File: src/rtl/ct_lsu_dcache_pkg.sv
// ct_lsu_dcache_pkg: shared types and constants for the dcache state-array writer.
// Holds the request type encodings, the dirty-array bit layout, the writer FSM
// states and the packed request entry that is queued ahead of the array port.
package ct_lsu_dcache_pkg;

  localparam int PA_W    = 40;  // physical address width
  localparam int IDX_LSB = 6;   // set index starts above the 64B line offset

  typedef enum logic [1:0] {
    REQ_REFILL    = 2'd0,
    REQ_SET_DIRTY = 2'd1,
    REQ_INVALID   = 2'd2,
    REQ_SW_CLEAN  = 2'd3
  } req_type_e;

  // Dirty-array layout: one {d,s,v} triple per way, LRU bit on top.
  localparam int DIRTY_V    = 0;
  localparam int DIRTY_S    = 1;
  localparam int DIRTY_D    = 2;
  localparam int WAY_STRIDE = 3;
  localparam int DIRTY_LRU  = 6;
  localparam int DIRTY_W    = 7;

  typedef enum logic [1:0] {
    IDLE = 2'd0,
    ARB  = 2'd1,
    WR   = 2'd2
  } state_e;

  typedef struct packed {
    req_type_e         typ;
    logic [PA_W-1:0]   addr;
    logic              way;
    logic              dirty;
    logic              share;
  } req_t;

endpackage

File: src/rtl/ct_lsu_dcache_state_enc.sv
// ct_lsu_dcache_state_enc: encodes one queued request into tag/dirty array write controls.
// Latency: purely combinational.
// Backpressure: none; the caller qualifies the outputs with its write strobe.
// Ports: i_req (head entry) -> o_idx, o_tag_gwen/wen/din, o_dirty_wen/din, o_sw_inst.
// Optional feature: define CT_LSU_DCSW_LRU_UPDATE_EN to make every write also
// point the LRU bit at the way that was not written.
module ct_lsu_dcache_state_enc
  import ct_lsu_dcache_pkg::*;
#(
  parameter int IDX_W = 9,
  parameter int TAG_W = 26
) (
  input  req_t                 i_req,
  output logic [IDX_W-1:0]     o_idx,
  output logic                 o_tag_gwen,
  output logic [1:0]           o_tag_wen,
  output logic [2*TAG_W-1:0]   o_tag_din,
  output logic [DIRTY_W-1:0]   o_dirty_wen,
  output logic [DIRTY_W-1:0]   o_dirty_din,
  output logic                 o_sw_inst
);

  logic [TAG_W-1:0] w_tag;
  logic             w_unused;

  assign w_tag    = i_req.addr[PA_W-1 -: TAG_W];
  assign o_idx    = i_req.addr[IDX_LSB +: IDX_W];
  assign w_unused = ^i_req.addr[IDX_LSB-1:0];

  always_comb begin
    o_tag_gwen  = 1'b0;
    o_tag_wen   = 2'b00;
    o_tag_din   = '0;
    o_dirty_wen = '0;
    o_dirty_din = '0;
    o_sw_inst   = 1'b0;

    for (int w = 0; w < 2; w++) begin
      if (i_req.way == 1'(w)) begin
        case (i_req.typ)
          REQ_REFILL: begin
            o_tag_gwen = 1'b1;
            o_tag_wen[w] = 1'b1;
            o_tag_din = {w_tag, w_tag};
            o_dirty_wen[w*WAY_STRIDE +: 3] = 3'b111;
            o_dirty_din[w*WAY_STRIDE + DIRTY_D] = i_req.dirty;
            o_dirty_din[w*WAY_STRIDE + DIRTY_S] = i_req.share;
            o_dirty_din[w*WAY_STRIDE + DIRTY_V] = 1'b1;
          end
          REQ_SET_DIRTY: begin
            o_dirty_wen[w*WAY_STRIDE + DIRTY_D] = 1'b1;
            o_dirty_din[w*WAY_STRIDE + DIRTY_D] = 1'b1;
          end
          REQ_INVALID: begin
            o_dirty_wen[w*WAY_STRIDE +: 3] = 3'b111;
          end
          default: begin
            // set&way clean only clears the dirty bit of the chosen way
            o_dirty_wen[w*WAY_STRIDE + DIRTY_D] = 1'b1;
            o_sw_inst = 1'b1;
          end
        endcase
      end
    end

`ifdef CT_LSU_DCSW_LRU_UPDATE_EN
    o_dirty_wen[DIRTY_LRU] = 1'b1;
    o_dirty_din[DIRTY_LRU] = ~i_req.way;
`else
    o_dirty_wen[DIRTY_LRU] = 1'b0;
    o_dirty_din[DIRTY_LRU] = 1'b0;
`endif
  end

endmodule

File: src/rtl/ct_lsu_fifo.sv
// ct_lsu_fifo: generic in-order FIFO with registered full/empty flags.
// Latency: a push is visible at the head the cycle after it is accepted.
// Backpressure: o_push_rdy = !full (registered); pushes while full are dropped.
// Ports: clk/rst (sync, active-high), push side (vld/dat/rdy), pop side
// (pop strobe, head data, head valid), and current occupancy.
module ct_lsu_fifo #(
  parameter int WIDTH = 8,
  parameter int DEPTH = 2
) (
  input  logic                       clk,
  input  logic                       rst,
  input  logic                       i_push_vld,
  input  logic [WIDTH-1:0]           i_push_dat,
  output logic                       o_push_rdy,
  input  logic                       i_pop,
  output logic [WIDTH-1:0]           o_pop_dat,
  output logic                       o_pop_vld,
  output logic [$clog2(DEPTH):0]     o_cnt
);

  localparam int AW = $clog2(DEPTH);
  localparam int CW = AW + 1;

  logic [WIDTH-1:0] r_mem [DEPTH];
  logic [AW-1:0]    r_wptr;
  logic [AW-1:0]    r_rptr;
  logic [CW-1:0]    r_cnt;
  logic             r_full;
  logic             r_empty;
  logic             w_push;
  logic             w_pop;
  logic [CW-1:0]    w_cnt_nxt;

  assign w_push    = i_push_vld && !r_full;
  assign w_pop     = i_pop && !r_empty;
  assign w_cnt_nxt = r_cnt + CW'(w_push) - CW'(w_pop);

  always_ff @(posedge clk) begin
    if (rst) begin
      r_wptr  <= '0;
      r_rptr  <= '0;
      r_cnt   <= '0;
      r_full  <= 1'b0;
      r_empty <= 1'b1;
    end else begin
      if (w_push) r_wptr <= r_wptr + 1'b1;
      if (w_pop)  r_rptr <= r_rptr + 1'b1;
      r_cnt   <= w_cnt_nxt;
      r_full  <= (w_cnt_nxt == CW'(DEPTH));
      r_empty <= (w_cnt_nxt == '0);
    end
  end

  // Storage carries no reset; validity is tracked by the pointers/flags.
  always_ff @(posedge clk) begin
    if (w_push) r_mem[r_wptr] <= i_push_dat;
  end

  assign o_push_rdy = !r_full;
  assign o_pop_dat  = r_mem[r_rptr];
  assign o_pop_vld  = !r_empty;
  assign o_cnt      = r_cnt;

endmodule

File: src/rtl/ct_lsu_dcache_state_wr.sv
// ct_lsu_dcache_state_wr: queues dcache state changes and writes them to the tag/dirty arrays.
// Latency: push in N -> wr_req in N+1 -> array write in N+2 with immediate grant.
// Backpressure: req_rdy = FIFO not full (registered); wr_req held until wr_grnt.
// Ports: forever_cpuclk/cpurst (sync, active-high); req_* request side;
// wr_req/wr_grnt array arbitration; dcache_* array write controls; wr_done pulse.
// Optional feature: CT_LSU_DCSW_LRU_UPDATE_EN (LRU update on every write).
module ct_lsu_dcache_state_wr
  import ct_lsu_dcache_pkg::*;
#(
  parameter int DEPTH = 2,
  parameter int IDX_W = 9,
  parameter int TAG_W = 26
) (
  input  logic                 forever_cpuclk,
  input  logic                 cpurst,
  input  logic                 req_vld,
  output logic                 req_rdy,
  input  logic [1:0]           req_type,
  input  logic [PA_W-1:0]      req_addr,
  input  logic                 req_way,
  input  logic                 req_dirty,
  input  logic                 req_share,
  output logic                 wr_req,
  input  logic                 wr_grnt,
  output logic [IDX_W-1:0]     dcache_idx,
  output logic                 dcache_tag_gwen,
  output logic [1:0]           dcache_tag_wen,
  output logic [2*TAG_W-1:0]   dcache_tag_din,
  output logic                 dcache_dirty_gwen,
  output logic [DIRTY_W-1:0]   dcache_dirty_wen,
  output logic [DIRTY_W-1:0]   dcache_dirty_din,
  output logic                 dcache_sw_inst,
  output logic                 wr_done
);

  localparam int CW = $clog2(DEPTH) + 1;

  state_e               r_state;
  state_e               w_state_nxt;
  req_t                 w_push_dat;
  req_t                 w_head;
  logic                 w_head_vld;
  logic                 w_fifo_rdy;
  logic                 w_push;
  logic                 w_wr;
  logic                 w_drv;
  logic                 w_more;
  logic [CW-1:0]        w_fifo_cnt;
  logic [IDX_W-1:0]     w_enc_idx;
  logic                 w_enc_tag_gwen;
  logic [1:0]           w_enc_tag_wen;
  logic [2*TAG_W-1:0]   w_enc_tag_din;
  logic [DIRTY_W-1:0]   w_enc_dirty_wen;
  logic [DIRTY_W-1:0]   w_enc_dirty_din;
  logic                 w_enc_sw_inst;

  assign w_push_dat = '{typ: req_type_e'(req_type), addr: req_addr, way: req_way,
                        dirty: req_dirty, share: req_share};
  assign w_push     = req_vld && w_fifo_rdy;

  ct_lsu_fifo #(
    .WIDTH ($bits(req_t)),
    .DEPTH (DEPTH)
  ) u_fifo (
    .clk        (forever_cpuclk),
    .rst        (cpurst),
    .i_push_vld (req_vld),
    .i_push_dat (w_push_dat),
    .o_push_rdy (w_fifo_rdy),
    .i_pop      (w_wr),
    .o_pop_dat  (w_head),
    .o_pop_vld  (w_head_vld),
    .o_cnt      (w_fifo_cnt)
  );

  ct_lsu_dcache_state_enc #(
    .IDX_W (IDX_W),
    .TAG_W (TAG_W)
  ) u_enc (
    .i_req       (w_head),
    .o_idx       (w_enc_idx),
    .o_tag_gwen  (w_enc_tag_gwen),
    .o_tag_wen   (w_enc_tag_wen),
    .o_tag_din   (w_enc_tag_din),
    .o_dirty_wen (w_enc_dirty_wen),
    .o_dirty_din (w_enc_dirty_din),
    .o_sw_inst   (w_enc_sw_inst)
  );

  // Something is still queued once the head is popped this cycle.
  assign w_more = (w_fifo_cnt > CW'(1)) || w_push;

  always_ff @(posedge forever_cpuclk) begin
    if (cpurst) r_state <= IDLE;
    else        r_state <= w_state_nxt;
  end

  // IDLE requests the port itself so a fresh push reaches wr_req one cycle later.
  always_comb begin
    w_state_nxt = r_state;
    case (r_state)
      IDLE:    if (w_head_vld) w_state_nxt = wr_grnt ? WR : ARB;
      ARB:     if (wr_grnt)    w_state_nxt = WR;
      WR:      w_state_nxt = w_more ? ARB : IDLE;
      default: w_state_nxt = IDLE;
    endcase
  end

  // Reset gates everything so an in-progress write is dropped in the same cycle.
  always_comb begin
    w_wr  = (r_state == WR) && !cpurst;
    w_drv = w_head_vld && !cpurst;

    wr_req            = !cpurst && w_head_vld && (r_state == IDLE || r_state == ARB);
    wr_done           = w_wr;
    dcache_dirty_gwen = w_wr;
    dcache_tag_gwen   = w_wr && w_enc_tag_gwen;
    dcache_tag_wen    = w_wr ? w_enc_tag_wen   : '0;
    dcache_dirty_wen  = w_wr ? w_enc_dirty_wen : '0;
    dcache_sw_inst    = w_wr && w_enc_sw_inst;
    dcache_idx        = w_drv ? w_enc_idx       : '0;
    dcache_tag_din    = w_drv ? w_enc_tag_din   : '0;
    dcache_dirty_din  = w_drv ? w_enc_dirty_din : '0;
  end

  assign req_rdy = w_fifo_rdy;

endmodule

File: config.mk
export PLATFORM = sky130hd
export DESIGN_NAME = ct_lsu_dcache_state_wr
export DESIGN_NICKNAME = d
export VERILOG_FILES = /design/src/rtl/ct_lsu_dcache_pkg.sv /design/src/rtl/ct_lsu_dcache_state_enc.sv /design/src/rtl/ct_lsu_fifo.sv /design/src/rtl/ct_lsu_dcache_state_wr.sv
export SDC_FILE = /design/constraint.sdc
export NUM_CORES = 1
export LEC_CHECK = 0
export CORE_UTILIZATION = 41
export CTS_CLUSTER_SIZE = 8
export DETAILED_ROUTE_END_ITERATION = 6
export PLACE_DENSITY = 0.76
export SLEW_MARGIN = 20
export SYNTH_ARGS = -nofsm -noshare
export SYNTH_HDL_FRONTEND = slang
export SYNTH_SLANG_ARGS = --single-unit
File: constraint.sdc
create_clock -name forever_cpuclk -period 2.91 [get_ports forever_cpuclk]
set_input_delay 0.582 -clock forever_cpuclk [delete_from_list [all_inputs] [get_ports forever_cpuclk]]
set_output_delay 0.582 -clock forever_cpuclk [all_outputs]
set_load 0.05 [all_outputs]
# Yosys cells after proc, flatten, opt, wreduce, memory -nomap -nowiden
# Memories as Yosys holds them, arrays and structs flattened. A register that Yosys moved wholly into a read port is not among the register bits.
# Cells that the tools add are included.
# totals
reg_bits	8
mem_bits_rw	90
output_inout_bits	83
elab_cells	71
mem_count	1
# memory_table
memory	words	width	read_ports	rd_clocked_by_memory_dff	wr	line	source
u_fifo.r_mem	2	45	1	1	1	ct_lsu_fifo.sv:24	logic [WIDTH-1:0] r_mem [DEPTH];
# classes
add_sub_neg	4
magnitude_cmp	1
n_eq_ne	7
mux	34
reduce_logical	18
# op_table
cell	n
$mux W52	5
$mux W1	14
$mux W2	6
$mux W3	4
$mux W6	2
$mux W9	1
$logic_and A1 B1 Y1	7
$eq A2 B2 Y1 const B	3
$logic_not A2 Y1	3
$pmux W2 S3	1
$eq A2 B1 Y1 const B	2
$ne A2 B2 Y1 const B	2
$logic_not A1 Y1	3
$reduce_or A3 Y1	1
$add A1 B1 Y1 const B	2
$add A2 B1 Y2	1
$gt A2 B1 Y1 const B	1
$logic_or A1 B1 Y1	2
$pmux W1 S2	1
$reduce_and A2 Y1	1
$reduce_or A2 Y1	1
$sub A2 B1 Y2	1

# Logic depth before layout (Yosys ltp)
# logic_depth
ltp_word	7
mapped_depth	7

# Modules after synthesis
# A second synthesis with hierarchy kept.
# unflattened
cells_unflattened	352
area_unflattened_um2	4977.3
# modules_own_cells
module	instances	cells_per_inst	area_per_inst_um2
ct_lsu_fifo	1	169	3727.3
ct_lsu_dcache_state_wr	1	100	646.9
ct_lsu_dcache_state_enc	1	83	603.1

# Worst setup path after synthesis
# No wires, ideal clock.
# synth_path
kind	input port to flip-flop
startpoint	input req_vld
endpoint	memory u_fifo.r_mem[0][0] (netlist name), enable pin
setup_time_ns	0.440
arrival_ns	2.655
required_time_ns	2.470
slack_ns	-0.185
stages	2
path_buffers	0
path_cell_list	nor2b_1 nor2b_1
# synth_via
elab_chain_cells	3
# synth_rtl
item	line	source
from (decl)	ct_lsu_dcache_state_wr.sv:16	input logic req_vld,
$logic_and A1 B1 Y1	ct_lsu_fifo.sv:34	assign w_push = i_push_vld && !r_full;
$mux W1	ct_lsu_fifo.sv:56	if (w_push) r_mem[r_wptr] <= i_push_dat;
$mux W1 (implied by the code)	ct_lsu_fifo.sv:56	
to (decl)	ct_lsu_fifo.sv:24	
# Every way passes these cells.

# Worst setup path in the final report
# layout_path
startpoint	input cpurst
endpoint	output dcache_tag_din[29]
# layout_via
elab_chain_cells	3
# layout_rtl
item	line	source
from (decl)	ct_lsu_dcache_state_wr.sv:15	input logic cpurst,
$logic_not A1 Y1	ct_lsu_dcache_state_wr.sv:112	w_drv = w_head_vld && !cpurst;
$logic_and A1 B1 Y1	ct_lsu_dcache_state_wr.sv:112	
$mux W52	ct_lsu_dcache_state_wr.sv:122	dcache_tag_din = w_drv ? w_enc_tag_din : '0;
to (decl)	ct_lsu_dcache_state_wr.sv:28	output logic [2*TAG_W-1:0] dcache_tag_din,
# Every way passes these cells.

==> impl_results.md <==
* Status: complete, no violations
* Crit. End Element: primary output
* Sw Ratio at 28.3%
* Predominant post-synthesis flop cell: edfxtp_1
* Clock Latency Late Sink at 0.34 ns
* Initial antenna violation count at 0
* Final setup fails at 0
* Nature of the critical path startpoint: primary input
* CP Max Fanout at 27
* CTS tree: yes
* PortBufs at 123
* Unique cell type count in the Yosys netlist at 33
* Area of the multi-input gates at 888 µm²
* Internal power at 2.13 mW
* Layout area overhead at 61.7%
* Die Area at 9480 µm²
* Max-cap violations at 0
* Reg2Reg Depth at 7
* Clock transition at path regs at 0.09 ns
* Detail Placement HPWL at 5630 µm
* Gr ovfl total at 0
* Fin. Hold Viols at 0
* Combinational Power Share at 24.3%
* Tmin final at 2.71 ns
* Starting density of the core at 42.5%
* CTS resizes at 0
* Worst Path Required at 2.33 ns
* Drt pass-1 iters at 4
* Peak Freq at 369 MHz
* Residual DRC at 0
* P_sw at 0.840 mW
* Clock power frac at 23.9%
* Ports at 132
* Final Util at 68.8%
* Clk root buf: clkbuf_8
* Crit path DAT at 2.13 ns
* Filler instances at 620
* RSZ-0062 raised after global routing: no
* H-tree depth at 3
* Post-DRT Antenna Nets at 0
* Clock skew at 0.0132 ns
* Post CTS Setup Buffer Count at 0
* Fin Setup TNS at 0 ns
* Critical hold path startpoint: u_fifo.r_rptr
* Slew HR at 49.5%
* Seq pwr share at 51.8%
* Layout cells sized above 1 at 35.8%
* Final Slew Violations at 0
* Nets@finish at 437
* Total area of sequential cells at 2520 µm²
* Total routed wirelength at 7420 µm
* DR vias at 2,369
* Core box area at 8760 µm²
* Reg2reg start: r_state[1]
* Antenna Cells at 0
* Via density at 4.75
* Die height at 97.3 µm
* Mapped Area at 3730 µm²
* Pleak at 2.17 nW
* Synth warn at 0
* Largest net degree at the start of global routing at 28
* Post-synthesis sequential area ratio at 67.7%
* Clk buf depth at 2
* R2r endpoint: u_fifo.r_empty
* Power per Cell Area at 493 nW/µm²
* Placement row count at 34
* Max VDD drop at 332 µV
* Gp weighted congestion at 0.735
* Synthesized instance count at 257
* Worst hold endpoint: u_fifo.r_rptr
* Hold path depth at 2
* Pre-CTS WS at 0.229 ns
* DR iter-0 viols at 69
* Hold-fix buffer count after cts at 0
* DIE WIDTH at 97.3 µm
* Final Worst Setup Slack at 0.200 ns
* Total GRT Usage at 16.4%
* TritonCTS Buffers at 9
* TritonCTS Sinks at 87
* Synthesized flop and latch total at 87
* Slew @ Worst Pin at 0.754 ns
* Drt wl/cell at 14.9 µm
* EDFF count, synth at 78
* CP Class: in -> out
* First-pass GRT wire length at 12,200 µm
* Vias in the first global route at 2,529
* Hold Crit Class: reg -> reg
* Asr flop ratio synth at 0%
* Reg-to-reg slack, setup at 1.19 ns
* Period utilization at 93.1%
* Synthesized area per cell at 14.5 µm²
-- worst max-delay path, stage by stage --
cell and delay (ns):
clkdlybuf4s50_1 0.45, nor2_1 0.27, o21ai_4 0.27, nor2_1 0.22, buf_4 0.17, buf_12 0.13
-- cell type report --
| cell class | count | area share (%) |
|---|---|---|
| Timing Repair Buffer | 157 | 37.9 |
| Multi-Input combinational cell | 124 | 14.7 |
| Clock inverter | 5 | 0.581 |
| Tap cell | 108 | 2.24 |
| Clock buffer | 11 | 2.18 |
| Inverter | 7 | 0.436 |
| Sequential cell | 87 | 41.9 |
-- cell usage in the layout, fill, tap and decap left out, types with 3 or more instances in the layout --
master and count:
clkdlybuf4s50_1 43, mux2_2 3, nor2_1 49, edfxtp_1 78, nor2b_1 3, dfxtp_1 8
inv_1 7, buf_12 80, clkinvlp_4 3, nor3_1 3, clkbuf_8 9, buf_4 34
mux2i_1 36
-- cell families after synthesis --
logic type	Yosys count	synth area share [%]
multiplexers	39	10.6
flip-flops	87	67.7
XOR/XNOR	3	1.07
adder cells (fa/ha/maj)	2	0.671
AND/OR/NAND/NOR	69	9.16
other	1	0.101
AO/OA/AOI/OAI	9	1.85
buffers and inverters	47	8.90
-- per-layer routing --
layer	track usage, %	wire (µm)	up-vias
li1	-	-	1135
met2	30.7	4080	88
met3	2.88	358	10
met4	5.88	86	0
met1	18.8	2890	1136
met5	0	0	-
-- metrics by stage --
step	instances	power (mW)	hold slack, ns	cell area (µm²)
after floorplan	258	1.95	0.481	3740
after global placement	483	2.27	0.497	5860
after detailed placement	483	2.30	0.506	5860
after CTS	499	3.01	0.529	6030
after global routing	499	3.10	0.585	6030
final	499	2.97	0.525	6030
-- synth_stat cells, types with 2 or more instances --
cell	number	share of area (%)
buf_6	3	0.91
inv_1	7	0.71
o211ai_1	2	0.40
nor3_1	3	0.40
ha_1	2	0.67
mux2i_1	36	9.7
dfxtp_1	9	4.8
nor2_1	50	5.0
edfxtp_1	78	63
a21oi_1	2	0.27
mux2_2	3	0.91
o21bai_1	2	0.40
nand3_1	2	0.27
nor2b_1	4	0.67
xnor2_1	2	0.47
buf_4	35	7.0
-- how the worst max path moves through the flow --
| stage | from | endpoint | depth (start not counted) |
|---|---|---|---|
| 2_1_floorplan | cpurst | dcache_dirty_wen[1] | 7 |
| 3_5_place_dp | cpurst | dcache_dirty_wen[0] | 7 |
| 5_1_grt | cpurst | dcache_tag_din[5] | 6 |
| 3_3_place_gp | cpurst | dcache_dirty_wen[1] | 7 |
| 6_report | cpurst | dcache_tag_din[29] | 6 |
| 4_1_cts | cpurst | dcache_tag_din[29] | 6 |
-- registers in the layout, indices dropped and copies added, names as in the netlist, named ones only --
signal	cells
u_fifo.o_cnt	2
u_fifo.r_full	1
u_fifo.r_mem	78
u_fifo.r_empty	1
u_fifo.r_rptr	1
r_state	2
u_fifo.r_wptr	1
-- power groups by stage --
stage,Clock [mW],Sequential (mW),Combinational (mW)
6_report,0.710,1.54,0.722
3_5_place_dp,0,1.57,0.727
3_3_place_gp,0,1.56,0.710
2_1_floorplan,0,1.56,0.387
5_1_grt,0.788,1.55,0.761
4_1_cts,0.732,1.54,0.730
(Power assumes the default switching activity.)
